`src/rtl/rucksack_rom_loader_if.sv`:
```
// Byte-stream handshake carrying the raw rucksack puzzle text into the loader.
// The master drives bytes; the slave (the loader) returns ready.
interface rucksack_rom_loader_if;
  logic       valid;
  logic [7:0] data;
  logic       last;
  logic       ready;

  modport master (output valid, output data, output last, input ready);
  modport slave  (input valid, input data, input last, output ready);
endinterface

```
`src/rtl/rucksack_rom_loader.sv`:
```
// Converts the ASCII rucksack listing into priority codes and writes the
// zero-terminated line image (plus one extra closing zero) into item memory.
module rucksack_rom_loader #(
  parameter int ADDR_W = 14,
  parameter int DATA_W = 8
) (
  input  logic                   i_clk,
  input  logic                   i_rst,
  rucksack_rom_loader_if.slave   s_in,
  output logic                   o_mem_we,
  output logic [ADDR_W-1:0]      o_mem_addr,
  output logic [DATA_W-1:0]      o_mem_wdata,
  output logic                   o_done,
  output logic [15:0]            o_line_count,
  output logic                   o_err_odd,
  output logic                   o_err_char,
  output logic                   o_err_overflow
);

  typedef enum logic [1:0] {
    ST_LOAD       = 2'd0,
    ST_FLUSH_LINE = 2'd1,
    ST_FLUSH_END  = 2'd2,
    ST_DONE       = 2'd3
  } state_t;

  localparam int                DEPTH        = 1 << ADDR_W;
  localparam int                LEN_W        = ADDR_W + 1;
  // Letters stop two slots early so the line-end and image-end zeros always fit.
  localparam logic [ADDR_W-1:0] LETTER_MAX   = ADDR_W'(DEPTH - 3);
  localparam logic [ADDR_W-1:0] LINE_END_MAX = ADDR_W'(DEPTH - 2);
  localparam logic [ADDR_W-1:0] ADDR_ONE     = ADDR_W'(1);
  localparam logic [LEN_W-1:0]  LEN_ZERO     = {LEN_W{1'b0}};
  localparam logic [LEN_W-1:0]  LEN_ONE      = LEN_W'(1);

  state_t              r_state;
  state_t              w_state_nxt;
  logic [ADDR_W-1:0]   r_wptr;
  logic [LEN_W-1:0]    r_len;
  logic [LEN_W-1:0]    w_len_nxt;
  logic                r_mem_we;
  logic                w_we_nxt;
  logic [ADDR_W-1:0]   r_mem_addr;
  logic [DATA_W-1:0]   r_mem_wdata;
  logic [DATA_W-1:0]   w_wdata_nxt;
  logic                r_done;
  logic                w_done_nxt;
  logic [15:0]         r_line_count;
  logic                r_err_odd;
  logic                r_err_char;
  logic                r_err_overflow;
  logic                w_line_end;
  logic                w_set_char;
  logic                w_set_ovf;
  logic                w_in_ready;
  logic                w_xfer;
  logic                w_is_lower;
  logic                w_is_upper;
  logic [5:0]          w_code;
  logic [DATA_W-1:0]   w_letter_data;
  logic [7:0]          w_byte;

  assign w_in_ready    = (r_state == ST_LOAD) && !i_rst;
  assign w_xfer        = s_in.valid && w_in_ready;
  assign w_byte        = s_in.data;
  assign w_letter_data = {{(DATA_W-6){1'b0}}, w_code};
  assign s_in.ready    = w_in_ready;

  // Classify the presented byte and derive its priority code.
  always_comb begin
    w_is_lower = (w_byte >= 8'h61) && (w_byte <= 8'h7A);
    w_is_upper = (w_byte >= 8'h41) && (w_byte <= 8'h5A);
    if (w_is_lower) begin
      w_code = 6'(w_byte - 8'h60);
    end else if (w_is_upper) begin
      w_code = 6'(w_byte - 8'h26);
    end else begin
      w_code = 6'd0;
    end
  end

  // Next-state and write-request decode for the loader FSM.
  always_comb begin
    w_state_nxt = r_state;
    w_len_nxt   = r_len;
    w_we_nxt    = 1'b0;
    w_wdata_nxt = {DATA_W{1'b0}};
    w_line_end  = 1'b0;
    w_set_char  = 1'b0;
    w_set_ovf   = 1'b0;
    w_done_nxt  = r_done;
    case (r_state)
      ST_LOAD: begin
        if (w_xfer) begin
          if (w_is_lower || w_is_upper) begin
            if (r_wptr <= LETTER_MAX) begin
              w_we_nxt    = 1'b1;
              w_wdata_nxt = w_letter_data;
              w_len_nxt   = r_len + LEN_ONE;
            end else begin
              w_set_ovf = 1'b1;
            end
          end else if (w_byte == 8'h0A) begin
            if (r_len != LEN_ZERO) begin
              w_line_end = 1'b1;
              w_len_nxt  = LEN_ZERO;
              w_we_nxt   = (r_wptr <= LINE_END_MAX);
            end else begin
              w_len_nxt = LEN_ZERO;
            end
          end else if (w_byte == 8'h0D) begin
            w_set_char = 1'b0;
          end else begin
            w_set_char = 1'b1;
          end
          // An unterminated final line still needs its own zero before the image end.
          if (s_in.last) begin
            w_state_nxt = (w_len_nxt != LEN_ZERO) ? ST_FLUSH_LINE : ST_FLUSH_END;
          end else begin
            w_state_nxt = ST_LOAD;
          end
        end else begin
          w_state_nxt = ST_LOAD;
        end
      end
      ST_FLUSH_LINE: begin
        w_line_end  = 1'b1;
        w_len_nxt   = LEN_ZERO;
        w_we_nxt    = (r_wptr <= LINE_END_MAX);
        w_state_nxt = ST_FLUSH_END;
      end
      ST_FLUSH_END: begin
        w_we_nxt    = 1'b1;
        w_done_nxt  = 1'b1;
        w_state_nxt = ST_DONE;
      end
      ST_DONE: begin
        w_state_nxt = ST_DONE;
      end
      default: begin
        w_state_nxt = ST_LOAD;
      end
    endcase
  end

  // FSM state register.
  always_ff @(posedge i_clk) begin
    if (i_rst) begin
      r_state <= ST_LOAD;
    end else begin
      r_state <= w_state_nxt;
    end
  end

  // Write port, pointer, line length, counters and sticky flags.
  always_ff @(posedge i_clk) begin
    if (i_rst) begin
      r_wptr         <= {ADDR_W{1'b0}};
      r_len          <= LEN_ZERO;
      r_mem_we       <= 1'b0;
      r_mem_addr     <= {ADDR_W{1'b0}};
      r_mem_wdata    <= {DATA_W{1'b0}};
      r_done         <= 1'b0;
      r_line_count   <= 16'h0000;
      r_err_odd      <= 1'b0;
      r_err_char     <= 1'b0;
      r_err_overflow <= 1'b0;
    end else begin
      r_len          <= w_len_nxt;
      r_mem_we       <= w_we_nxt;
      r_done         <= w_done_nxt;
      r_err_char     <= r_err_char | w_set_char;
      r_err_overflow <= r_err_overflow | w_set_ovf;
      if (w_we_nxt) begin
        r_mem_addr  <= r_wptr;
        r_mem_wdata <= w_wdata_nxt;
        r_wptr      <= r_wptr + ADDR_ONE;
      end else begin
        r_mem_addr  <= r_mem_addr;
        r_mem_wdata <= r_mem_wdata;
        r_wptr      <= r_wptr;
      end
      if (w_line_end) begin
        if (r_line_count != 16'hFFFF) begin
          r_line_count <= r_line_count + 16'd1;
        end else begin
          r_line_count <= r_line_count;
        end
        r_err_odd <= r_err_odd | r_len[0];
      end else begin
        r_line_count <= r_line_count;
        r_err_odd    <= r_err_odd;
      end
    end
  end

  assign o_mem_we       = r_mem_we;
  assign o_mem_addr     = r_mem_addr;
  assign o_mem_wdata    = r_mem_wdata;
  assign o_done         = r_done;
  assign o_line_count   = r_line_count;
  assign o_err_odd      = r_err_odd;
  assign o_err_char     = r_err_char;
  assign o_err_overflow = r_err_overflow;

endmodule

```
`src/flat_wrapper.sv`:
```
// flat-port wrapper written by rule: the top's interface ports become plain ports
module rucksack_rom_loader_flat 
#(
  parameter int ADDR_W = 14,
  parameter int DATA_W = 8
)
  (i_clk, i_rst, o_mem_we, o_mem_addr, o_mem_wdata, o_done, o_line_count, o_err_odd, o_err_char, o_err_overflow, s_in_valid, s_in_data, s_in_last, s_in_ready);
  rucksack_rom_loader_if s_in_i ();
  input  logic i_clk;
  input  logic i_rst;
  output logic o_mem_we;
  output logic [ADDR_W-1:0] o_mem_addr;
  output logic [DATA_W-1:0] o_mem_wdata;
  output logic o_done;
  output logic [15:0] o_line_count;
  output logic o_err_odd;
  output logic o_err_char;
  output logic o_err_overflow;
  input wire logic [$bits(s_in_i.valid)-1:0] s_in_valid;
  input wire logic [$bits(s_in_i.data)-1:0] s_in_data;
  input wire logic [$bits(s_in_i.last)-1:0] s_in_last;
  output wire logic [$bits(s_in_i.ready)-1:0] s_in_ready;
  assign s_in_i.valid = s_in_valid;
  assign s_in_i.data = s_in_data;
  assign s_in_i.last = s_in_last;
  assign s_in_ready = s_in_i.ready;
  rucksack_rom_loader #(.ADDR_W(ADDR_W), .DATA_W(DATA_W)) u_core (.i_clk(i_clk), .i_rst(i_rst), .s_in(s_in_i), .o_mem_we(o_mem_we), .o_mem_addr(o_mem_addr), .o_mem_wdata(o_mem_wdata), .o_done(o_done), .o_line_count(o_line_count), .o_err_odd(o_err_odd), .o_err_char(o_err_char), .o_err_overflow(o_err_overflow));
endmodule
```
`config.mk`:
```
export PLATFORM = sky130hd
export DESIGN_NAME = rucksack_rom_loader_flat
export DESIGN_NICKNAME = d
export VERILOG_FILES = /design/src/rtl/rucksack_rom_loader_if.sv /design/src/rtl/rucksack_rom_loader.sv /design/src/flat_wrapper.sv
export SDC_FILE = /design/constraint.sdc
export NUM_CORES = 1
export LEC_CHECK = 0
export CAP_MARGIN = 0
export CORE_MARGIN = 3
export CORE_UTILIZATION = 45
export DETAILED_ROUTE_END_ITERATION = 12
export PLACE_DENSITY = 0.75
export SLEW_MARGIN = 20
export SYNTH_ARGS = -nofsm -noshare
export SYNTH_HDL_FRONTEND = slang
export SYNTH_SLANG_ARGS = --single-unit
export TNS_END_PERCENT = 20
```
`constraint.sdc`:
```
create_clock -name i_clk -period 4.43 [get_ports i_clk]
set_input_delay 0.886 -clock i_clk [delete_from_list [all_inputs] [get_ports i_clk]]
set_output_delay 0.886 -clock i_clk [all_outputs]
set_load 0.05 [all_outputs]
```
== Yosys cells after proc, flatten, opt, wreduce, memory -nomap -nowiden ==
Cells that the tools add are included.

* Register bits after elaboration: 74
* Output and inout bits: 44

* Add/subtract/negate cells: 5
* Magnitude comparators: 6
* Equal/unequal tests: 7
* Muxes and demuxes: 37
* Bitwise operators: 3
* Reductions and logical operators: 13

{| class="wikitable"
|+ Operators by type and width
! operator !! count
|-
| $mux 15 || 6
|-
| $pmux 15 s2 || 1
|-
| $reduce_bool 15->1 || 2
|-
| $le 14x14->1 const B || 2
|-
| $mux 8 || 3
|-
| $mux 1 || 18
|-
| $mux 6 || 3
|-
| $add 16x1->16 const B || 1
|-
| $eq 8x4->1 const B || 2
|-
| $ge 8x7->1 const B || 2
|-
| $le 8x7->1 const B || 2
|-
| $ne 16x16->1 const B || 1
|-
| $add 15x1->15 const B || 1
|-
| $add 14x1->14 const B || 1
|-
| $sub 6x6->6 const B || 2
|-
| $mux 2 || 3
|-
| $pmux 2 s3 || 1
|-
| $eq 2x2->1 const B || 2
|-
| $logic_and 1x1->1 || 4
|-
| $reduce_and 2->1 || 2
|-
| $or 1x1->1 || 3
|-
| $pmux 1 s3 || 1
|-
| $eq 2x1->1 const B || 1
|-
| $logic_not 2->1 || 1
|-
| 6 further kinds || 6
|}

== Longest topological paths before layout ==
Gate-level depths: netlist (run 1).

* Depth after elaboration: 11
* Depth in mapped cells: 11
* Depth with buffers taken out: 9

== Least setup slack after synthesis (run 1) ==
No wires, ideal clock.

* Path type: input port to flip-flop
* Start: input port i_rst
* End: register u_core.r_wptr[11]
* Setup time: 0.128 ns
* Data arrival time: 3.563 ns
* Slack: 0.740 ns
* Stages on the path: 8
* Cells stage by stage: clkbuf_1 -> nor3_1 -> nand2_1 -> o31ai_2 -> clkbuf_1 -> o21ai_0 -> xnor2_1 -> nor2_1

* Word-level cells in the longest chain between the ends: 5

{| class="wikitable"
|+ RTL lines
! item !! RTL line !! RTL
|-
| start: declaration || flat_wrapper.sv:10 || <nowiki>input logic i_rst;</nowiki>
|-
| $logic_not 1->1 || rucksack_rom_loader.sv:63 || <nowiki>assign w_in_ready = (r_state == ST_LOAD) && !i_rst;</nowiki>
|-
| $logic_and 1x1->1 || rucksack_rom_loader.sv:63 ||
|-
| named net s_in_ready || flat_wrapper.sv:22 || <nowiki>output wire logic [$bits(s_in_i.ready)-1:0] s_in_ready;</nowiki>
|-
| $logic_and 1x1->1 || rucksack_rom_loader.sv:64 || <nowiki>assign w_xfer = s_in.valid && w_in_ready;</nowiki>
|-
| $mux 1 || rucksack_rom_loader.sv:94 || <nowiki>if (w_xfer) begin</nowiki>
|-
| $pmux 1 s3 || rucksack_rom_loader.sv:92 || <nowiki>case (r_state)</nowiki>
|-
| end signal: assignment || rucksack_rom_loader.sv:158 || <nowiki>r_wptr <= {ADDR_W{1'b0}};</nowiki>
|-
| end signal: assignment || rucksack_rom_loader.sv:177 || <nowiki>r_wptr <= r_wptr + ADDR_ONE;</nowiki>
|-
| end signal: assignment || rucksack_rom_loader.sv:181 || <nowiki>r_wptr <= r_wptr;</nowiki>
|-
| end: declaration || rucksack_rom_loader.sv:38 || <nowiki>logic [ADDR_W-1:0] r_wptr;</nowiki>
|}

The timed path passes the listed nets, and every way through them passes these cells.
A chain may end at the register's enable or synchronous reset.

== Final worst setup path (run 1) ==
* Start: input port s_in_data[2]
* End: register u_core.r_wptr[1]

* Word-level cells in the longest chain between the ends: 6
* Elaborated cells between the ends (all ways): 12
* Classes of those cells: order compare (4); eq/ne (1); mux (4); reduce/logical (3)

{| class="wikitable"
|+ RTL lines
! item !! RTL line !! RTL
|-
| start: declaration || flat_wrapper.sv:20 || <nowiki>input wire logic [$bits(s_in_i.data)-1:0] s_in_data;</nowiki>
|-
| $ge 8x7->1 (tied with other cells) || rucksack_rom_loader.sv:71 || <nowiki>w_is_lower = (w_byte >= 8'h61) && (w_byte <= 8'h7A);</nowiki>
|-
| $logic_and 1x1->1 (on tied branches) || rucksack_rom_loader.sv:71, rucksack_rom_loader.sv:72 ||
|-
| $logic_or 1x1->1 || rucksack_rom_loader.sv:95 || <nowiki>if (w_is_lower || w_is_upper) begin</nowiki>
|-
| $mux 1 (*) || rucksack_rom_loader.sv:95 ||
|-
| $mux 1 (*) || rucksack_rom_loader.sv:94 ||
|-
| $pmux 1 s3 (*) || rucksack_rom_loader.sv:92 ||
|}

Every way passes the cells marked *; elsewhere a longest branch is shown, timed or not.

==> key figures, run 1 <==
Critical path
  – Critical Path Fanout Max: 17
  – Reg2reg start: u_core.r_len[0]
  – Critical path class: in2reg
  – Reg2Reg Depth: 10
  – Crit path arrival time: 3.82 ns
  – Worst Setup End Kind: register
  – Crit path launch: s_in_data[2]
  – RR Endpoint: u_core.r_wptr[1]
  – Critical Path Source Type: input port
  – Reg2Reg Setup Slack: 1.44 ns
  – Data required, critical path: 4.64 ns

Yosys
  – Synth async-reset ratio: 0%
  – Seq/Total Area, Yosys: 37.8%
  – Synth area leader: dfxtp_1
  – Post-synth EDFFs: 0
  – Ranking of synthesized cells by area: dfxtp_1 (38%), nor2_1 (5.3%), xor2_1 (5.0%), a21oi_1 (4.2%), nand2_1 (4.1%)
  – Synth Area per Inst: 8.15 um2
  – Synth warn: 0
  – Synth top area share: 37.8%
  – Cells after Synth: 468
  – Unique cell type count in the Yosys netlist: 60
  – Primary FF master, synth: dfxtp_1
  – Mapped cell area: 0.00382 mm2
  – #FFs+latches synth: 72

Global route
  – Congestion Overflow GR: 0
  – Total GRT Usage: 19.4%
  – First-pass GRT wire length: 15,600 um
  – Vias in the first global route: 3,252
  – Initial antenna violation count: 0
  – Largest net degree at the start of global routing: 69

Layout
  – Layout Utilization: 57.6%
  – Area growth, synth to finish: 20.2%
  – Diodes inserted: 0
  – Nets@finish: 530
  – Final instance area: 0.00459 mm2
  – Share of cells above drive strength 1: 7.39%

Routing
  – Total Wirelength: 9350 um
  – Via count: 3,576
  – ANT nets after route: 0
  – Vias per std cell: 5.81
  – DR WL/cell: 15.2 um
  – First-iteration detailed-routing DRC count: 248
  – DRC viols: 0
  – DRT Pass-1 Iters: 7

Clock network
  – Cts hold-fix bufs: 0
  – CTS Buf Count: 9
  – CTS tree: yes
  – Clock-pin slew on the worst setup and hold paths: 0.08 ns
  – Root buffer cell: clkbuf_8
  – Clock Path Buffers: 2
  – Worst-Skew Late Latency: 0.34 ns
  – Post-cts resize count: 0
  – Clock sinks: 72
  – CTS H-tree depth: 3
  – Post-CTS repair timing setup buffer count: 0

Placed design
  – DP Worst Slack: 0.489 ns
  – Port bufs: 53
  – DP HPWL: 6660 um
  – GPL Wtd Cong: 0.932
  – Post-Place Cell Area: 0.00439 mm2

STA
  – RSZ-0062 raised after global routing: no
  – Clk_skew: 0.00621 ns
  – Tmin final: 3.62 ns
  – Setup violators final: 0
  – Fin worst setup slack: 0.815 ns
  – Rel. slew slack: 47.8%
  – Final cycle utilization of the critical path: 81.6%
  – Final setup TNS: 0 ns
  – Worst Tran Pin Value: 0.778 ns
  – Fmax: 277 MHz
  – Fin. Hold Viols: 0
  – Final Max Tran Viols: 0

Floorplanning
  – Chip width: 98.1 um
  – Die Y: 98.1 um
  – Core area: 0.00797 mm2
  – Io pins: 56
  – Site Rows: 32
  – Die area: 0.00962 mm2
  – Initial Util: 47.9%

Min path
  – Hold path cells: 2
  – Hold EP: u_core.o_mem_addr[4]
  – Min-delay src: u_core.o_mem_addr[4]
  – Hold crit path type: reg2reg

Pwr
  – P per Cell Area: 297 mW/mm2
  – Peak VDD IR: 0.158 mV
  – Static Leakage: 1.57 nW

Job
  – Max-cap viol count: 0

Status
  – Status: complete, no violations
[power breakdown]
group          switching (mW)  internal, mW
clock                   0.253         0.262
combinational           0.121        0.0577
sequential             0.0135         0.658
total                   0.387         0.978
[cell usage in the layout (no fill, tap or decap), types with 3 or more instances in the layout]
master,n
a211oi_1,3
a21oi_1,32
a22o_1,6
a2bb2oi_1,3
a311oi_1,6
a31oi_1,5
and2_1,6
and3_1,9
and4_1,5
buf_4,8
clkbuf_8,9
clkdlybuf4s50_1,52
dfxtp_1,72
ha_1,9
inv_1,14
mux2_2,3
mux2i_1,4
nand2_1,42
nand2b_1,3
nand3_1,18
nand3b_1,3
nand4_1,12
nor2_1,54
nor3_1,10
nor4_1,9
nor4b_1,3
o2111ai_1,3
o211ai_1,8
o21ai_0,29
or4_1,3
xnor2_1,7
xor2_1,22
[sequential cells by signal, indices dropped and copies added, names as in the netlist]
register               count
u_core.r_wptr             14
u_core.r_len              15
u_core.o_mem_wdata         6
u_core.r_state             2
u_core.o_mem_we            1
u_core.o_mem_addr         14
u_core.o_line_count       16
u_core.o_done              1
u_core.o_err_overflow      1
u_core.o_err_odd           1
u_core.o_err_char          1
[logic make-up after synthesis]
group,after synthesis,synth area share (%)
compound gates,117,20.4
xor+xnor,29,6.66
fa+ha+maj,9,2.95
buf+inv,46,5.08
flops,72,37.8
mux,7,1.93
other cells,1,0.0983
simple gates,187,25.1
[cell type report]
type / count / area (um2)
fill: 724 / 3380
tap: 102 / 128
clock inverter: 6 / 67.6
sequential: 72 / 1440
inverter: 14 / 52.6
clock buffer: 10 / 128
timing repair buffer: 61 / 586
multi-input combinational: 351 / 2180
[metrics by stage]
step | power, mW | cells | hold WS (ns)
after detailed placement | 0.864 | 600 | 0.443
after floorplan | 0.808 | 469 | 0.467
final | 1.36 | 616 | 0.451
after CTS | 1.38 | 616 | 0.454
after global routing | 1.42 | 616 | 0.476
after global placement | 0.862 | 600 | 0.438
[how the worst max path moves through the flow]
stage	cells past startpoint	endpoint	slack (ns)
detailed placement	9	u_core.r_wptr[1]	0.49
global route	9	u_core.r_wptr[1]	0.65
finish	9	u_core.r_wptr[1]	0.81
global placement	9	u_core.o_mem_addr[0]	0.56
CTS	9	u_core.r_wptr[1]	0.84
floorplan	8	u_core.r_wptr[11]	0.74
[worst max-delay path, stage by stage]
cell and delay (ns):
clkdlybuf4s50_1 0.72, inv_1 0.09, ha_1 0.18, nor3b_1 0.15
o31ai_2 0.68, o31ai_2 0.16, nor2_2 0.62, mux2i_1 0.28
nor2_1 0.06
[synthesized netlist by cell type, types with 9 or more instances]
library cell	instances
ha_1	9
o21ai_0	29
dfxtp_1	72
a21oi_1	32
nor4_1	9
nor2_1	54
clkbuf_1	25
xor2_1	22
and3_1	9
nand2_1	42
nand3_1	18
nand4_1	12
nor3_1	10
inv_1	14
[metal layers]
layer,track usage (%),share of wire [%],up-vias
met1,25.5,45,1681
met2,32.0,47,109
met5,0,0,-
li1,-,-,1773
met4,6.60,1.5,0
met3,3.64,5.6,13
Note: power is estimated with default switching activity, not from simulation.
==> run 2: changes to the inputs <==
--- a/config.mk
+++ b/config.mk
@@ -9,7 +9,7 @@
 export CORE_MARGIN = 3
 export CORE_UTILIZATION = 45
 export DETAILED_ROUTE_END_ITERATION = 12
-export PLACE_DENSITY = 0.75
+export PLACE_DENSITY = 0.78
 export SLEW_MARGIN = 20
 export SYNTH_ARGS = -nofsm -noshare
 export SYNTH_HDL_FRONTEND = slang
==> constraint.sdc (replaced) <==
create_clock -name i_clk -period 3.03 [get_ports i_clk]
set_input_delay 0.606 -clock i_clk [delete_from_list [all_inputs] [get_ports i_clk]]
set_output_delay 0.606 -clock i_clk [all_outputs]
set_load 0.05 [all_outputs]
==> run 2 against run 1 <==
Compared with the run above: cell count increased by 4.1%; global-route usage rose by 0.90 points; sequential power is 46% higher; critical path type unchanged.
==> key figures, run 2 (synthesized netlist as in run 1, its figures left out) <==
Job
  – Max-cap viol count: 0

Routing
  – Total Wirelength: 9750 um
  – WL met3: 540 um
  – DR WL/cell: 15.2 um
  – First-iteration detailed-routing DRC count: 223
  – Via count: 3,647
  – Highest Signal Layer: met4
  – WL met1: 4300 um
  – DRT Pass-1 Iters: 5
  – Vias per std cell: 5.69
  – DRC viols: 0
  – ANT nets after route: 0
  – Routed length on met2: 4730 um

Clock network
  – CTS tree: yes
  – Root buffer cell: clkbuf_8
  – Clock sinks: 72
  – Post-cts resize count: 0
  – Worst-Skew Late Latency: 0.35 ns
  – Cts hold-fix bufs: 0
  – CTS Buf Count: 9
  – CTS H-tree depth: 3
  – Clock-pin slew on the worst setup and hold paths: 0.08 ns
  – Clock Path Buffers: 2
  – Post-CTS repair timing setup buffer count: 0

Floorplanning
  – Site Rows: 32
  – Initial Util: 47.9%
  – Io pins: 56
  – Core area: 0.00797 mm2
  – Die Y: 98.1 um
  – Chip width: 98.1 um
  – Die area: 0.00962 mm2

Layout
  – Layout fillers: 718
  – Largest register FFs: 16
  – Commonest non-fill, non-tap cell in the layout: dfxtp_1
  – Diodes inserted: 0
  – Most frequent cells in the layout: dfxtp_1 (72), nor2_1 (54), clkdlybuf4s50_1 (51)
  – Area growth, synth to finish: 26.4%
  – Share of cells above drive strength 1: 12.1%
  – Layout Cells excl Fill: 641
  – Nets@finish: 555
  – Final instance area: 0.00482 mm2
  – Layout Utilization: 60.5%

Pwr
  – Pwr Total: 2.13 mW
  – Int Power: 1.56 mW
  – Peak VDD IR: 0.292 mV
  – Switching share of total power: 26.8%
  – Logic gate share of total power: 13.4%
  – Static Leakage: 1.72 nW
  – Clock Power Share: 40.6%
  – P per Cell Area: 442 mW/mm2
  – Register share of total power: 46.0%
  – Switching power: 0.571 mW

Global route
  – Vias in the first global route: 3,451
  – Total GRT Usage: 20.3%
  – Initial antenna violation count: 0
  – Congestion Overflow GR: 0
  – First-pass GRT wire length: 16,300 um
  – Largest net degree at the start of global routing: 69

Placed design
  – GPL Wtd Cong: 1.00
  – DP HPWL: 7020 um
  – Port bufs: 53
  – DP Worst Slack: -0.150 ns
  – Dpl cells: 625
  – Post-Place Cell Area: 0.00459 mm2

Min path
  – Hold path cells: 2
  – Hold EP: u_core.o_mem_addr[5]
  – Hold crit path type: reg2reg
  – Min-delay src: u_core.o_mem_addr[5]

Critical path
  – Data required, critical path: 3.24 ns
  – Worst Setup End Kind: register
  – Crit path arrival time: 3.01 ns
  – Crit path launch: s_in_data[5]
  – Reg2Reg Depth: 10
  – RR Endpoint: u_core.o_mem_addr[0]
  – Critical path class: in2reg
  – Reg2reg start: u_core.r_len[1]
  – Critical Path Fanout Max: 27
  – Reg2Reg Setup Slack: 0.27 ns
  – Critical Path Source Type: input port

Status
  – Status: complete, no violations

STA
  – Rel. slew slack: 49.6%
  – Final cycle utilization of the critical path: 92.5%
  – Worst Tran Pin Value: 0.755 ns
  – Tmin final: 2.80 ns
  – Setup violators final: 0
  – Fin worst setup slack: 0.227 ns
  – Fmax: 357 MHz
  – Clk_skew: 0.00977 ns
  – RSZ-0062 raised after global routing: no
  – Final Max Tran Viols: 0
  – Fin. Hold Viols: 0
-- run 2: cell count changes in the layout (fill, tap and decap cells not counted) --
cell,delta
buf_12,+1
buf_4,+25
bufinv_16,+1
clkbuf_8,+1
clkdlybuf4s50_1,-1
clkinv_2,-1
clkinvlp_4,-2
inv_6,+1
nor3_1,-1
nor3_2,+1
-- run 2: how the worst max path moves through the flow --
stage | end | slack [ns] | cells past startpoint
finish | u_core.o_mem_addr[0] | 0.23 | 9
global route | u_core.o_mem_addr[0] | 0.06 | 10
CTS | u_core.o_mem_addr[0] | 0.20 | 9
detailed placement | u_core.o_mem_addr[0] | -0.15 | 9
global placement | u_core.r_state[0] | -0.08 | 7
floorplan | u_core.r_wptr[11] | 0.15 | 8
-- run 2: critical path, cell delays in order --
cell             delay, ns
clkdlybuf4s50_1       0.42
or4b_4                0.58
nor4_4                0.34
a31oi_2               0.21
nor3_4                0.23
buf_12                0.18
nor2_2                0.16
mux2i_1               0.23
nor2_1                0.05
-- run 2: through the flow --
stage	hold slack (ns)	setup TNS [ns]
6_report	0.453	0
5_1_grt	0.478	0
4_1_cts	0.458	0
3_5_place_dp	0.447	-3.01
3_3_place_gp	0.440	-0.507
2_1_floorplan	0.467	0
-- run 2: power by group through the flow --
stage	clock, mW	sequential (mW)	combinational (mW)
finish	0.866	0.980	0.286
global route	0.919	0.983	0.308
CTS	0.885	0.980	0.285
detailed placement	0	1.00	0.283
global placement	0	1.00	0.279
floorplan	0	1.03	0.156
-- run 2: cell type report --
| class | instances | area, um2 | share of cell area (%) |
|---|---|---|---|
| multi-input cells | 351 | 2190 | 45.4 |
| flip-flops and latches | 72 | 1440 | 29.9 |
| repair buffers | 86 | 783 | 16.2 |
| clock buffers | 11 | 141 | 2.93 |
| well taps | 102 | 128 | 2.65 |
| clock inverters | 5 | 86.3 | 1.79 |
| inverters | 14 | 52.6 | 1.09 |
-- run 2: layer usage --
layer / up-vias / global-route usage, %
met4: 0 / 6.50
li1: 1816 / -
met5: - / 0
met1: 1702 / 25.5
met2: 110 / 34.2
met3: 19 / 4.86
==> run 3: changes to the inputs <==
--- a/config.mk
+++ b/config.mk
@@ -9,7 +9,10 @@
 export CORE_MARGIN = 3
 export CORE_UTILIZATION = 45
 export DETAILED_ROUTE_END_ITERATION = 12
+export HOLD_SLACK_MARGIN = 0.1
+export MAX_ROUTING_LAYER = met4
 export PLACE_DENSITY = 0.78
+export SETUP_SLACK_MARGIN = 0.3
 export SLEW_MARGIN = 20
 export SYNTH_ARGS = -nofsm -noshare
 export SYNTH_HDL_FRONTEND = slang
==> run 3 against run 2 <==
Compared with the run above: wire length rose by 6.1%; critical path depth is 2 higher; die area unchanged; highest routed layer unchanged; critical path type unchanged; critical endpoint is now u_core.r_state[1]; non-clock buffer count grew 2.
==> key figures, run 3 (synthesized netlist as in run 1, its figures left out) <==
Routing
  – First-iteration detailed-routing DRC count: 281
  – Via count: 3,770
  – ANT nets after route: 0
  – DRC viols: 0
  – DR WL/cell: 16.1 um
  – Vias per std cell: 5.86
  – DRT Pass-1 Iters: 5
  – Total Wirelength: 10,300 um

Placed design
  – Port bufs: 53
  – GPL Wtd Cong: 0.982
  – DP HPWL: 7100 um

Pwr
  – Pwr Total: 2.08 mW
  – Int Power: 1.50 mW
  – Clock Power Share: 38.0%
  – Switching power: 0.575 mW
  – P per Cell Area: 421 mW/mm2
  – Register share of total power: 47.0%
  – Static Leakage: 1.78 nW
  – Switching share of total power: 27.7%
  – Peak VDD IR: 0.451 mV
  – Logic gate share of total power: 15.0%

STA
  – Final setup TNS: 0 ns
  – Setup violators final: 0
  – Clk_skew: 0.0130 ns
  – Rel. slew slack: 51.9%
  – Tmin final: 2.64 ns
  – Final Max Tran Viols: 0
  – Worst Tran Pin Value: 0.722 ns
  – Fmax: 379 MHz
  – Final cycle utilization of the critical path: 87.0%
  – RSZ-0062 raised after global routing: yes
  – Fin. Hold Viols: 0

Global route
  – First-pass GRT wire length: 17,100 um
  – Largest net degree at the start of global routing: 69
  – Initial antenna violation count: 0
  – Total GRT Usage: 21.9%
  – Vias in the first global route: 3,519
  – Congestion Overflow GR: 0

Critical path
  – Data required, critical path: 3.22 ns
  – Top Family by Delay on Critical Path: buffers and inverters
  – Critical path class: in2reg
  – WP buf/inv: 4
  – Critical path's most frequent cell: buf_4
  – Critical Path Source Type: input port
  – CP cell instances: clkdlybuf4s50_1 > buf_4 > nor3_1 > a21oi_1 > buf_4 > o31ai_4 > buf_4 > nor4b_1 > mux2_2 > nand3_1 > o32ai_1
  – Critical Path Fanout Max: 10
  – CP max-delay cell: clkdlybuf4s50_1
  – Worst Setup End Kind: register
  – Slowest stage delay, CP: 0.47 ns
  – Crit path arrival time: 2.83 ns

Floorplanning
  – Io pins: 56
  – Die area: 0.00962 mm2
  – Chip width: 98.1 um
  – Site Rows: 32
  – Initial Util: 47.9%
  – Die Y: 98.1 um
  – Core area: 0.00797 mm2

Clock network
  – Clock-pin slew on the worst setup and hold paths: 0.08 ns
  – Clock Path Buffers: 2
  – Clock sinks: 72
  – CTS tree: yes
  – Cts hold-fix bufs: 0
  – Root buffer cell: clkbuf_8
  – CTS Buf Count: 9
  – CTS H-tree depth: 3
  – Worst-Skew Late Latency: 0.34 ns

Layout
  – Layout Utilization: 62.0%
  – Diodes inserted: 0
  – Commonest non-fill, non-tap cell in the layout: dfxtp_1
  – Layout fillers: 699
  – Nets@finish: 557
  – Largest register FFs: 16
  – Area growth, synth to finish: 29.5%
  – Share of cells above drive strength 1: 13.7%
  – Most frequent cells in the layout: dfxtp_1 (72), nor2_1 (54), clkdlybuf4s50_1 (47)

Status
  – Status: complete, no violations

Min path
  – Hold crit path type: reg2reg

Job
  – Max-cap viol count: 0
==> run 3: worst paths after layout <==
path	startpoint	end	slack [ns]	cells after the start
max	s_in_data[2]	u_core.r_state[1]	0.39	11
max reg2reg	u_core.r_len[1]	u_core.r_wptr[1]	0.49	10
min	u_core.o_mem_addr[4]	u_core.o_mem_addr[4]	0.46	2
min reg2reg	u_core.o_mem_addr[4]	u_core.o_mem_addr[4]	0.46	2
==> run 3: metrics by stage <==
stage          instance area [um2]  cells  worst slack [ns]  hold slack [ns]
2_1_floorplan                 3840    469             0.301            0.467
3_3_place_gp                  4600    624            -0.102            0.440
3_5_place_dp                  4600    624            -0.128            0.449
4_1_cts                       4810    640             0.239            0.461
5_1_grt                       4940    643             0.215            0.471
6_report                      4940    643             0.393            0.457
==> run 3: final cells by class <==
cell class / count / area, um2 / share of cell area [%]
clock buffer: 12 / 155 / 3.14
clock inverter: 4 / 51.3 / 1.04
inverter: 14 / 52.6 / 1.06
multi-input combinational: 351 / 2270 / 45.9
sequential: 72 / 1440 / 29.2
tap: 102 / 128 / 2.58
timing repair buffer: 88 / 847 / 17.1
==> run 3: worst register-to-register path, stage by stage (launching register included) <==
cell and delay (ns):
dfxtp_1 0.38, inv_1 0.10, ha_1 0.17, nor4b_1 0.24, nand4_1 0.24, a31oi_4 0.30, nor3_4 0.10, buf_12 0.17
nor2_4 0.40, mux2i_1 0.27, nor2_1 0.05
==> run 3: repair_timing <==
| item | in CTS | in global routing |
|---|---|---|
| resized for setup | 1 | 16 |
| endpoints found under the hold margin | 0 | 0 |
| pin swaps | 0 | 10 |
| gates cloned | 0 | 2 |
| buffers inserted | 0 | 1 |
| endpoints found under the setup margin | 8 | 53 |
==> run 3: routing by layer <==
metal | global-route usage, % | vias up | wire length (um) | share of wire [%]
li1 | - | 1831 | - | -
met1 | 28.1 | 1761 | 4480 | 43
met2 | 34.9 | 149 | 4990 | 48
met3 | 4.00 | 29 | 659 | 6.4
met4 | 7.35 | 0 | 211 | 2.0
met5 | - | - | 0 | 0
==> run 3: power groups by stage <==
stage	clock, mW	combinational [mW]	sequential [mW]
global placement	0	0.284	0.998
floorplan	0	0.159	1.03
finish	0.790	0.311	0.976
global route	0.842	0.336	0.979
CTS	0.806	0.291	0.976
detailed placement	0	0.287	0.999
